**config.mk**
```make
export PLATFORM = sky130hd
export DESIGN_NAME = sum_serializer
export DESIGN_NICKNAME = d
export VERILOG_FILES = /design/src/rtl/sum_ser_pkg.sv /design/src/rtl/sum_ser_fifo.sv /design/src/rtl/sum_serializer.sv
export SDC_FILE = /design/constraint.sdc
export NUM_CORES = 1
export LEC_CHECK = 0
export ABC_AREA = 1
export BUFFER_PORTS_ARGS = -buffer_cell sky130_fd_sc_hd__buf_2
export CAP_MARGIN = 40
export CORE_ASPECT_RATIO = 0.6
export CORE_MARGIN = 1
export CORE_UTILIZATION = 30
export CTS_BUF_LIST = sky130_fd_sc_hd__clkbuf_4
export CTS_CLUSTER_DIAMETER = 100
export DETAILED_ROUTE_END_ITERATION = 8
export GPL_TIMING_DRIVEN = 0
export HOLD_SLACK_MARGIN = 0.02
export PLACE_DENSITY_LB_ADDON = 0.2
export SLEW_MARGIN = 20
export SYNTH_ARGS = -nofsm -noshare
export SYNTH_HDL_FRONTEND = slang
export SYNTH_SLANG_ARGS = --single-unit
```
**constraint.sdc**
```tcl
create_clock -name clk -period 2.7 [get_ports clk]
set_clock_uncertainty 0.15 [all_clocks]
set_input_delay 0.135 -clock clk [delete_from_list [all_inputs] [get_ports clk]]
set_output_delay 0.135 -clock clk [all_outputs]
set_load 0.005 [all_outputs]
```
**src/rtl/sum_ser_pkg.sv**
```systemverilog
// sum_ser_pkg: shared types and frame-length helpers for the sum serializer.
// Optional parity bit is selected with the SUM_SER_PARITY_EN macro.
package sum_ser_pkg;

  typedef enum logic [2:0] {
    ST_IDLE,
    ST_START,
    ST_DATA,
    ST_PARITY,
    ST_STOP
  } sum_ser_state_t;

  // Serial bits per frame (start + data + stop) without parity.
  function automatic int frame_bits_nopar(input int data_w);
    return data_w + 2;
  endfunction

  // Serial bits per frame (start + data + parity + stop) with parity.
  function automatic int frame_bits_par(input int data_w);
    return data_w + 3;
  endfunction

endpackage

```
**src/rtl/sum_ser_fifo.sv**
```systemverilog
// sum_ser_fifo: small synchronous FIFO; full/empty are derived from count.
// Pointers wrap modulo DEPTH (DEPTH must be a power of two).
module sum_ser_fifo #(
  parameter int DATA_W = 5,
  parameter int DEPTH  = 4
) (
  input  logic                     clk,
  input  logic                     rst_n,
  input  logic                     push,
  input  logic                     pop,
  input  logic [DATA_W-1:0]        wr_data,
  output logic [DATA_W-1:0]        rd_data,
  output logic [$clog2(DEPTH):0]   count
);

  localparam int PW = $clog2(DEPTH);

  logic [DATA_W-1:0] mem [DEPTH];
  logic [PW-1:0]     wr_ptr;
  logic [PW-1:0]     rd_ptr;

  assign rd_data = mem[rd_ptr];

  // Storage array; contents need no reset because count gates every read.
  always_ff @(posedge clk) begin
    if (push) begin
      mem[wr_ptr] <= wr_data;
    end
  end

  // Pointer and occupancy tracking.
  always_ff @(posedge clk or negedge rst_n) begin
    if (!rst_n) begin
      wr_ptr <= '0;
      rd_ptr <= '0;
      count  <= '0;
    end else begin
      if (push) wr_ptr <= wr_ptr + PW'(1);
      if (pop)  rd_ptr <= rd_ptr + PW'(1);
      case ({push, pop})
        2'b10:   count <= count + (PW+1)'(1);
        2'b01:   count <= count - (PW+1)'(1);
        default: count <= count;
      endcase
    end
  end

endmodule

```
**src/rtl/sum_serializer.sv**
```systemverilog
// sum_serializer: buffers sum words in a FIFO and sends each one as an
// idle-high serial frame (start 0, data LSB first, optional parity, stop 1).
// Define SUM_SER_PARITY_EN to insert an even-parity bit before stop.
module sum_serializer
  import sum_ser_pkg::*;
#(
  parameter int DATA_W       = 5,
  parameter int DEPTH        = 4,
  parameter int CLKS_PER_BIT = 4
) (
  input  logic                   clk,
  input  logic                   rst_n,
  input  logic [DATA_W-1:0]      in_data,
  input  logic                   in_valid,
  output logic                   in_ready,
  output logic                   tx_out,
  output logic                   tx_busy,
  output logic [$clog2(DEPTH):0] fifo_count,
  output logic                   ovf
);

  localparam int CW = $clog2(DEPTH) + 1;
  localparam int TW = (CLKS_PER_BIT > 1) ? $clog2(CLKS_PER_BIT) : 1;
  localparam int IW = (DATA_W > 1) ? $clog2(DATA_W) : 1;
  localparam logic [TW-1:0] RELOAD = TW'(CLKS_PER_BIT - 1);
  localparam logic [IW-1:0] LAST_IDX = IW'(DATA_W - 1);

  sum_ser_state_t    state;
  logic [TW-1:0]     timer;
  logic [IW-1:0]     bit_idx;
  logic [DATA_W-1:0] shreg;
  logic [DATA_W-1:0] head;
  logic              push;
  logic              pop;
  logic              bit_end;
  logic              has_word;
`ifdef SUM_SER_PARITY_EN
  logic              par_bit;
`endif

  assign in_ready = fifo_count < CW'(DEPTH);
  assign push     = in_valid & in_ready;
  assign bit_end  = (timer == '0);
  assign has_word = (fifo_count != '0);

  sum_ser_fifo #(
    .DATA_W (DATA_W),
    .DEPTH  (DEPTH)
  ) u_fifo (
    .clk     (clk),
    .rst_n   (rst_n),
    .push    (push),
    .pop     (pop),
    .wr_data (in_data),
    .rd_data (head),
    .count   (fifo_count)
  );

  // Pop the head when a frame starts: from IDLE, or chained off a finished stop bit.
  always_comb begin
    pop = 1'b0;
    case (state)
      ST_IDLE: pop = has_word;
      ST_STOP: pop = bit_end & has_word;
      default: pop = 1'b0;
    endcase
  end

  // Sticky overflow flag for words offered while the FIFO is full.
  always_ff @(posedge clk or negedge rst_n) begin
    if (!rst_n) begin
      ovf <= 1'b0;
    end else if (in_valid && !in_ready) begin
      ovf <= 1'b1;
    end
  end

  // Frame FSM with bit timer, shift register and registered line/busy outputs.
  always_ff @(posedge clk or negedge rst_n) begin
    if (!rst_n) begin
      state   <= ST_IDLE;
      timer   <= '0;
      bit_idx <= '0;
      shreg   <= '0;
      tx_out  <= 1'b1;
      tx_busy <= 1'b0;
`ifdef SUM_SER_PARITY_EN
      par_bit <= 1'b0;
`endif
    end else begin
      case (state)
        ST_IDLE: begin
          if (has_word) begin
            state   <= ST_START;
            shreg   <= head;
            timer   <= RELOAD;
            tx_out  <= 1'b0;
            tx_busy <= 1'b1;
`ifdef SUM_SER_PARITY_EN
            par_bit <= ^head;
`endif
          end
        end
        ST_START: begin
          if (bit_end) begin
            state   <= ST_DATA;
            tx_out  <= shreg[0];
            shreg   <= shreg >> 1;
            bit_idx <= '0;
            timer   <= RELOAD;
          end else begin
            timer <= timer - TW'(1);
          end
        end
        ST_DATA: begin
          if (bit_end) begin
            timer <= RELOAD;
            if (bit_idx == LAST_IDX) begin
`ifdef SUM_SER_PARITY_EN
              state  <= ST_PARITY;
              tx_out <= par_bit;
`else
              state  <= ST_STOP;
              tx_out <= 1'b1;
`endif
            end else begin
              tx_out  <= shreg[0];
              shreg   <= shreg >> 1;
              bit_idx <= bit_idx + IW'(1);
            end
          end else begin
            timer <= timer - TW'(1);
          end
        end
`ifdef SUM_SER_PARITY_EN
        ST_PARITY: begin
          if (bit_end) begin
            state  <= ST_STOP;
            tx_out <= 1'b1;
            timer  <= RELOAD;
          end else begin
            timer <= timer - TW'(1);
          end
        end
`endif
        ST_STOP: begin
          if (bit_end) begin
            if (has_word) begin
              state   <= ST_START;
              shreg   <= head;
              timer   <= RELOAD;
              tx_out  <= 1'b0;
`ifdef SUM_SER_PARITY_EN
              par_bit <= ^head;
`endif
            end else begin
              state   <= ST_IDLE;
              tx_busy <= 1'b0;
            end
          end else begin
            timer <= timer - TW'(1);
          end
        end
        default: begin
          state   <= ST_IDLE;
          tx_out  <= 1'b1;
          tx_busy <= 1'b0;
        end
      endcase
    end
  end

endmodule
```
==> results.yml <==
cts:
  ctsResizeCount: 0
  ctsRootBufferMaster: "clkbuf_4"
  cts.sinks: 43
  cts_setup_buffers: 0
  h-tree-depth: 2
  cts_tree: "yes"
  clk_path_buf_depth: 2
  cts_made_buffers: 5
  cts.clk_slew.worst_paths_ns: 0.14
  clkLatencyLatePin_ns: 0.37
  cts-hold-fix-buffers: 7
synth:
  yosys-top-cells-area: "edfxtp_1, dfrtp_1, nand2_1"
  synth.net_count: 252
  synth_edf_count: 20
  ys_warn_count: 0
  synth_area_per_cell_um2: 9.09
  ys_ff_latch: 43
  synth_most_common_cell: "nand2_1"
  synth_top_area_share_pct: 28.2
  syn_area_mm2: 0.00213
  synth-main-ff-cell: "dfrtp_1"
  synth-async-reset-ratio_pct: 53.5
  synth_cell_types: 25
  synth_commonest_cells: "nand2_1, inv_1, dfrtp_1"
  syn_inst: 234
  synth_top_cell_by_area: "edfxtp_1"
  ys_seq_area_share_pct: 55.4
sta:
  relSlewSlack_pct: 62.2
  worstMarginPinSlew_ns: 0.567
  min_period_ns: 2.42
  rsz0062_at_grt: "false"
  maxSlewViolCount: 0
  tns_ns: 0
  fin_crit_sh_pct: 89.8
  max_freq_ghz: 0.413
  finalHoldViolations: 0
  setup_viol: 0
  whs_ns: 0.116
critical_path:
  worst-path-buf-inv: 3
  crit_path_end_kind: "flop"
  cp_common_cell: "inv_1"
  worstSetupPathType: "reg2reg"
  worstPathArrival_ns: 2.54
  critPathMaxStageDelay_ns: 0.42
  r2r_cells: 12
  start_kind: "flop"
  crit_chain: "inv_1 > ha_1 > nor2_1 > nor2_1 > nand2_1 > inv_1 > ha_1 > inv_1 > fa_1 > a21oi_1 > o21ai_0 > xor2_1"
  required_ns: 2.81
  cp_slowest_cell: "dfrtp_1"
  cp_top_family: "adder cells"
  crit_cells: 12
  critPathMaxFanout: 4
placement:
  placed_area_mm2: 0.00231
  dp.cells: 335
  io_buffer_count: 14
  gp_congestion: 0.775
  dp_hpwl_um: 3080
routing:
  drtIter0Drc: 63
  drc: 0
  drt-vias-per-instance: 4.42
  wl_per_cell_um: 12.1
  routed_wirelength_um: 4240
  route.vias.total: 1548
  postRouteAntennaNets: 0
  first_pass_iters: 4
layout:
  antenna_cells: 0
  final.fill_count: 686
  area_delta_synth_final_pct: 16.6
  finalNetCount: 280
  multi_input_area_um2: 812
  fin_cells: 350
  postLayoutCellArea_mm2: 0.00248
  seqCellArea_mm2: 0.00118
  layout-drive-gt1-share_pct: 12.9
floorplan:
  num_io_pins: 15
  die_h_um: 67.2
  die_w_um: 111
  coreArea_mm2: 0.00676
  floorplan.initialDensity_pct: 31.5
  fp.dieArea_mm2: 0.00744
  rows: 23
run:
  maxCapViolCount: 0
global_route:
  grt_pass1_wl_um: 7380
  grt_use_total_pct: 13.1
  grt-ovfl-total: 0
  grt_pass1_vias: 1470
  grt_max_degree: 24
  antenna_found_initial: 0
power:
  p_leak_nw: 1.17
  vdd_drop_max_uv: 547
  p_per_area_mw_per_mm2: 1190
status:
  outcome: "complete, no violations"
min_path:
  hold_path_class: "in2async"
[worst register-to-register path, cell delays in order (launching register included)]
cell and delay, ns:
dfrtp_1 0.42, inv_1 0.08, ha_1 0.26, nor2_1 0.10, nor2_1 0.09, nand2_1 0.09, inv_1 0.11, ha_1 0.14
inv_1 0.07, fa_1 0.38, a21oi_1 0.15, o21ai_0 0.12, xor2_1 0.16
[worst paths after layout]
kind | start | endpoint | slack [ns]
min | rst_n | state[1] | 0.12
min reg2reg | ovf | ovf | 0.33
min in group clk | ovf | ovf | 0.33
max reg2reg | timer[0] | u_fifo.count[2] | 0.28
max | timer[0] | u_fifo.count[2] | 0.28
max in group asynchronous | rst_n | u_fifo.wr_ptr[1] | 1.90
[area by class of cell]
class | instances | share of cell area (%)
Inverter | 29 | 4.39
Multi-Input combinational cell | 158 | 32.7
Clock buffer | 5 | 1.51
Tap cell | 87 | 4.39
Buffer | 4 | 1.16
Sequential cell | 43 | 47.5
Timing Repair Buffer | 21 | 5.65
Clock inverter | 3 | 2.72
[layer usage]
metal	vias up	GRT usage [%]	routed length, um
li1	803	-	-
met1	709	19.8	2490
met2	29	16.9	1460
met3	7	4.13	229
met4	0	4.50	56
met5	-	0	0
[per-stage QoR]
| stage | setup slack (ns) | utilization (%) | power [mW] |
|---|---|---|---|
| final | 0.276 | 36.7 | 2.95 |
| after global routing | 0.0244 | 36.7 | 3.25 |
| after CTS | 0.240 | 36.7 | 2.98 |
| after detailed placement | 0.269 | 34.1 | 2.44 |
| after global placement | 0.352 | 34.1 | 2.43 |
| after floorplan | 0.563 | - | 2.07 |
[flip-flops by register name (all words and copies together), names as in the netlist, 2 cells and up]
register and flops:
bit_idx 3, u_fifo.count 3, u_fifo.mem 20, state 3, shreg 5, timer 2
u_fifo.rd_ptr 2, u_fifo.wr_ptr 2
[cell usage in the layout (no fill, tap or decap), types with 7 or more instances in the layout]
master and count:
buf_2 17, dfrtp_1 22, dlygate4sd3_1 7, edfxtp_1 20
ha_1 9, inv_1 28, nand2_1 72, nand3_1 16
nor2_1 21, o21ai_0 18
[power by group]
part	switching, mW	total, mW	internal, mW
clock	0.224	0.511	0.288
sequential	0.108	1.01	0.900
combinational	0.924	1.43	0.502
[cell families (layout without fill, tap and decap cells)]
| kind of cell | count (synthesis) | count (layout) | synth area share (%) |
|---|---|---|---|
| flip-flops | 43 | 43 | 55.4 |
| adder cells (fa/ha/maj) | 10 | 10 | 6.24 |
| AND/OR/NAND/NOR | 116 | 116 | 23.1 |
| buffers and inverters | 33 | 62 | 6.47 |
| AO/OA/AOI/OAI | 27 | 27 | 6.76 |
| XOR/XNOR | 5 | 5 | 2.06 |
Note: power is estimated with default switching activity, not from simulation.
